[src/rtl/debouncer_pkg.sv]
// Shared types and defaults for the debouncer and its helpers.
package debounce_pkg;

    typedef enum logic [1:0] {
        STABLE_LOW  = 2'd0,
        WAIT_HIGH   = 2'd1,
        STABLE_HIGH = 2'd2,
        WAIT_LOW    = 2'd3
    } db_state_e;

    localparam int DEBOUNCE_CYCLES_DEF = 4;
    localparam int LONG_CYCLES_DEF     = 16;

endpackage

[src/rtl/debouncer_if.sv]
// Level/pulse bundle between the synchroniser side and the debouncer.
interface debouncer_if;

    logic in_sync;
    logic level;
    logic rise;
    logic fall;
    logic long_press;

    // master: whoever supplies in_sync and consumes the clean outputs
    modport master (output in_sync, input level, rise, fall, long_press);
    modport slave  (input in_sync, output level, rise, fall, long_press);

endinterface

[src/rtl/debouncer_edge_pulse.sv]
// Registers a level from its next-state value and emits one-cycle rise/fall
// pulses aligned with the first cycle of the new level.
module edge_pulse (
    input  logic clk,
    input  logic rst_n,
    input  logic level_d_i,
    output logic level_o,
    output logic rise_o,
    output logic fall_o
);

    logic level_q;
    logic rise_q;
    logic fall_q;

    // NOTE: sequential state uses non-blocking assignments so every register
    // samples the pre-edge values, independent of statement order.
    always_ff @(posedge clk or negedge rst_n) begin
        if (!rst_n) begin
            level_q <= 1'b0;
            rise_q  <= 1'b0;
            fall_q  <= 1'b0;
        end else begin
            level_q <= level_d_i;
            rise_q  <= level_d_i & ~level_q;
            fall_q  <= ~level_d_i & level_q;
        end
    end

    assign level_o = level_q;
    assign rise_o  = rise_q;
    assign fall_o  = fall_q;

endmodule

[src/rtl/debouncer.sv]
// Consecutive-sample debouncer with rise/fall pulses.
// Optional long-press flag enabled by defining LONG_PRESS_EN.
module debouncer
    import debounce_pkg::*;
#(
    parameter int DEBOUNCE_CYCLES = DEBOUNCE_CYCLES_DEF,
    parameter int LONG_CYCLES     = LONG_CYCLES_DEF
) (
    input  logic         clk,
    input  logic         rst_n,
    debouncer_if.slave   bus
);

    localparam int CNT_W = $clog2(DEBOUNCE_CYCLES + 1);
    localparam logic [CNT_W-1:0] CNT_LAST = CNT_W'(DEBOUNCE_CYCLES - 1);

    if (DEBOUNCE_CYCLES < 2 || LONG_CYCLES < 1) begin : g_param_check
        $error("debouncer: DEBOUNCE_CYCLES must be >= 2 and LONG_CYCLES >= 1");
    end

    db_state_e        state_q;
    logic [CNT_W-1:0] cnt_q;
    logic             cnt_done;
    logic             level_d;
    logic             level;
    logic             rise;
    logic             fall;

    assign cnt_done = (cnt_q == CNT_LAST);

    always_ff @(posedge clk or negedge rst_n) begin
        if (!rst_n) begin
            state_q <= STABLE_LOW;
            cnt_q   <= '0;
        end else begin
            case (state_q)
                STABLE_LOW: begin
                    if (bus.in_sync) begin
                        state_q <= WAIT_HIGH;
                        cnt_q   <= CNT_W'(1);
                    end else begin
                        cnt_q   <= '0;
                    end
                end
                WAIT_HIGH: begin
                    if (!bus.in_sync) begin
                        state_q <= STABLE_LOW;
                        cnt_q   <= '0;
                    end else if (cnt_done) begin
                        state_q <= STABLE_HIGH;
                        cnt_q   <= '0;
                    end else begin
                        cnt_q   <= cnt_q + CNT_W'(1);
                    end
                end
                STABLE_HIGH: begin
                    if (!bus.in_sync) begin
                        state_q <= WAIT_LOW;
                        cnt_q   <= CNT_W'(1);
                    end else begin
                        cnt_q   <= '0;
                    end
                end
                default: begin // WAIT_LOW
                    if (bus.in_sync) begin
                        state_q <= STABLE_HIGH;
                        cnt_q   <= '0;
                    end else if (cnt_done) begin
                        state_q <= STABLE_LOW;
                        cnt_q   <= '0;
                    end else begin
                        cnt_q   <= cnt_q + CNT_W'(1);
                    end
                end
            endcase
        end
    end

    // Next debounced level; only a completed WAIT run flips it.
    // NOTE: level_d gets a default before any condition so no latch is inferred.
    always_comb begin
        level_d = (state_q == STABLE_HIGH) || (state_q == WAIT_LOW);
        if (state_q == WAIT_HIGH && bus.in_sync && cnt_done)
            level_d = 1'b1;
        else if (state_q == WAIT_LOW && !bus.in_sync && cnt_done)
            level_d = 1'b0;
    end

    edge_pulse u_edge_pulse (
        .clk       (clk),
        .rst_n     (rst_n),
        .level_d_i (level_d),
        .level_o   (level),
        .rise_o    (rise),
        .fall_o    (fall)
    );

    assign bus.level = level;
    assign bus.rise  = rise;
    assign bus.fall  = fall;

`ifdef LONG_PRESS_EN
    localparam int LONG_W = $clog2(LONG_CYCLES + 1);
    localparam logic [LONG_W-1:0] LONG_MAX = LONG_W'(LONG_CYCLES);

    logic [LONG_W-1:0] long_cnt_q;
    logic [LONG_W-1:0] long_cnt_d;
    logic              long_press_q;

    // Counts cycles spent at level=1; clearing on level_d lines the drop up with fall.
    always_comb begin
        long_cnt_d = long_cnt_q;
        if (!level_d)
            long_cnt_d = '0;
        else if (level && long_cnt_q != LONG_MAX)
            long_cnt_d = long_cnt_q + LONG_W'(1);
    end

    always_ff @(posedge clk or negedge rst_n) begin
        if (!rst_n) begin
            long_cnt_q   <= '0;
            long_press_q <= 1'b0;
        end else begin
            long_cnt_q   <= long_cnt_d;
            long_press_q <= level_d && (long_cnt_d == LONG_MAX);
        end
    end

    assign bus.long_press = long_press_q;
`else
    assign bus.long_press = 1'b0;
`endif

endmodule

[src/flat_wrapper.sv]
// flat-port wrapper written by rule: the top's interface ports become plain ports
module debouncer_flat import debounce_pkg::*;
#(
    parameter int DEBOUNCE_CYCLES = DEBOUNCE_CYCLES_DEF,
    parameter int LONG_CYCLES     = LONG_CYCLES_DEF
)
  (clk, rst_n, bus_in_sync, bus_level, bus_rise, bus_fall, bus_long_press);
  debouncer_if bus_i ();
  input  logic clk;
  input  logic rst_n;
  input wire logic [$bits(bus_i.in_sync)-1:0] bus_in_sync;
  output wire logic [$bits(bus_i.level)-1:0] bus_level;
  output wire logic [$bits(bus_i.rise)-1:0] bus_rise;
  output wire logic [$bits(bus_i.fall)-1:0] bus_fall;
  output wire logic [$bits(bus_i.long_press)-1:0] bus_long_press;
  assign bus_i.in_sync = bus_in_sync;
  assign bus_level = bus_i.level;
  assign bus_rise = bus_i.rise;
  assign bus_fall = bus_i.fall;
  assign bus_long_press = bus_i.long_press;
  debouncer #(.DEBOUNCE_CYCLES(DEBOUNCE_CYCLES), .LONG_CYCLES(LONG_CYCLES)) u_core (.clk(clk), .rst_n(rst_n), .bus(bus_i));
endmodule
[config.mk]
export PLATFORM = sky130hd
export DESIGN_NAME = debouncer_flat
export DESIGN_NICKNAME = d
export VERILOG_FILES = /design/src/rtl/debouncer_pkg.sv /design/src/rtl/debouncer_if.sv /design/src/rtl/debouncer_edge_pulse.sv /design/src/rtl/debouncer.sv /design/src/flat_wrapper.sv
export SDC_FILE = /design/constraint.sdc
export NUM_CORES = 1
export LEC_CHECK = 0
export ABC_AREA = 1
export BUFFER_PORTS_ARGS = -buffer_cell sky130_fd_sc_hd__buf_2
export CORE_MARGIN = 1
export CORE_UTILIZATION = 25
export CTS_CLUSTER_DIAMETER = 60
export CTS_CLUSTER_SIZE = 25
export DETAILED_ROUTE_END_ITERATION = 7
export SYNTH_ARGS = -nofsm -noshare
export SYNTH_HDL_FRONTEND = slang
export SYNTH_SLANG_ARGS = --single-unit
[constraint.sdc]
create_clock -name clk -period 2.4 [get_ports clk]
set_input_delay 0.12 -clock clk [delete_from_list [all_inputs] [get_ports clk]]
set_output_delay 0.12 -clock clk [all_outputs]
set_load 0.1 [all_outputs]
==> metrics.md <==
| Metric | Value |
|---|---|
| Post-layout util | 34.5% |
| Final #Nets | 50 |
| First-pass GRT wire length | between 800 and 900 um |
| GRT busiest layer | met2 |
| Async set-reset flop share out of synthesis | 100% |
| Met1 usage | a little under an eighth |
| Starting Density | 28.8% |
| Met2 usage | 11.7% |
| Arr. time, crit path | 1060 ps |
| CP required | 2280 ps |
| Die width | between 30 and 40 um |
| Number of synthesized flops with an enable pin | 0 |
| Clock network latency to the later pin of the worst-skew pair | about 260 ps |
| Fmax | 0.849 GHz |
| Worst setup SP type | flop |
| Yosys reg bits | 8 |
| N_diodes | 0 |
| Mean Syn Cell Area | around 9.5 um2 |
| Antenna violations before repair | 0 |
| Chip height | 39.0 um |
| Worst path cell trace | buf_2 |
| Slowest CP cell | buf_2 |
| Core area | 1190 um2 |
| GR Overflow Total | 0 |
| DR pass1 iterations | 4 |
| Htree depth | 1 |
| CP delay by family, top | buffers and inverters |
| DR vias/cell | 3.97 |
| CP Class | flop to output pin |
| Min-delay worst type | primary input to flop |
| Fin Setup TNS | 0 ps |
| DR iter-0 viols | 5 |
| Worst setup path start | u_core.u_edge_pulse.level_o |
| WL/cell | 8.55 um |
| Layout cell share with drive strength beyond 1 | 27.3% |
| Final cycle utilization of the critical path | 49.1% |
| Critical Path Stages | 1 |
| CP max FO | 3 |
| CTS tree | yes |
| CP endpoint kind | output pin |
| Routability congestion estimate | around 0.8 |
| Fin. max-slew vios | 0 |
| Buffers on Ports | 5 |
| Vias in the first global route | 211 |
| Die area | 1520 um2 |
| I/O pin count | 7 |
| Outcome | completed |
| Max incr delay on CP | 430 ps |
| Fin crit period | 1180 ps |
| CTS Buffer Depth | 2 |
| Clk root buf | clkbuf_4 |
| Routed vias | 230 |
| Netlist cell types | 13 |
| Post-CTS Resized | 0 |
| Setup violators final | 0 |
| Met3 GRT Util | 6.94% |
| Post-route ant nets | 0 |
| Final hold viol count | 0 |
| Worst r2r src | u_core.cnt_q[0] |
| YS warnings | 0 |
| CTS Buf Count | 3 |
| Fillers | between 100 and 150 |
| Worst clock skew | between 4 and 5 ps |
| Final wirelength | 496 um |
| Area grow syn2layout | 19.8% |
| Maxcap violations | 0 |
| Crit path to | bus_level |
| Unrepaired setup endpoints after global routing | false |
| # rows | 12 |
| Largest net degree at the start of global routing | 9 |
| R2R Path End | u_core.cnt_q[2] |
| Synth Net Count | 40 |
| R2R Setup Slk | about 1300 ps |
| Clk slew on worst S/H paths | 60 ps |
| DRC | 0 |
| WP buf/inv | 1 |
| CTS sink cnt | 8 |
| Mapped Area | 342 um2 |
| Seq/Total Area, Yosys | 58.6% |
| GRT Total Usage | 10.2% |
| Synthesized instance count | 36 |
| HPWL reported at the end of detailed placement | 370 um |
| Prevailing post-synth register cell | dfrtp_1 |
| R2R cell count | 3 |
-- worst min-delay path by stage --
| stage | startpoint | endpoint | slack (ps) | depth (start not counted) |
|---|---|---|---|---|
| after floorplan | rst_n | asynchronous set/reset pin | -180 | 0 |
| after global placement | rst_n | u_core.cnt_q[1] | -30 | 1 |
| after detailed placement | rst_n | u_core.cnt_q[1] | -30 | 1 |
| after CTS | bus_in_sync | u_core.cnt_q[0] | 210 | 4 |
| after global routing | bus_in_sync | u_core.state_q[0] | 220 | 4 |
| final | bus_in_sync | u_core.cnt_q[0] | 220 | 4 |
-- routing by layer --
| metal | share of wire (%) | up-vias | routed length [um] |
|---|---|---|---|
| met5 | 0 | - | 0 |
| met4 | 0 | 0 | 0 |
| met3 | 7.9 | 0 | 39 |
| met2 | 44 | 5 | 218 |
| met1 | 48 | 104 | 239 |
| li1 | - | 121 | - |
-- layout by cell type, fill, tap and decap left out --
cell type      instances
nor2_1                 4
nand2_2                1
or2_2                  1
clkbuf_4               3
nand3_2                1
nand2_1                7
xor2_1                 1
buf_2                  5
dfrtp_1                8
ha_1                   1
nor2_2                 1
conb_1                 1
inv_1                  7
dlygate4sd3_1          1
nand4_1                2
-- metrics by stage --
step / std cells / hold slack, ps / worst slack (ps) / instance area, um2
final: 58 / 215 / 1220 / 409
after global routing: 58 / 222 / 1170 / 409
after CTS: 58 / 206 / 1210 / 409
after detailed placement: 54 / -26.6 / 1330 / 377
after global placement: 54 / -28.7 / 1350 / 377
after floorplan: 36 / -176 / 1180 / 342
-- worst register-to-register path: cells and delay by family (launching register included) --
kind,cells,cell delay [ps]
DFF,1,380
adders and majority gates,1,240
and+or+nand+nor,2,400
-- cell usage after synthesis (2+ instances only) --
cell	instances	share of area, %
nor2_1	4	4.4
inv_1	7	7.7
nand2_1	7	7.7
nand4_1	2	3.7
dfrtp_1	8	59
-- cell type report --
class	instances	area [um2]	share of cell area (%)
Sequential cell	8	200	48.9
Multi-Input combinational cell	20	108	26.3
Timing Repair Buffer	6	35.0	8.56
Inverter	7	26.3	6.42
Clock buffer	3	22.5	5.50
Tap cell	14	17.5	4.28
-- what timing repair did --
action	CTS	global route
hold buffers	1	0
setup buffers	0	0
hold endpoints to repair	8	0
-- cell families after synthesis --
family | Yosys count | synth area share [%]
XOR/XNOR | 1 | 2.56
flip-flops | 8 | 58.6
other | 1 | 1.10
buffers and inverters | 8 | 9.89
AND/OR/NAND/NOR | 17 | 24.2
adder cells (fa/ha/maj) | 1 | 3.66
Power is left out: the tool's default activity adds up to more than one toggle a clock period on the data nets, which glitch-free logic cannot reach.
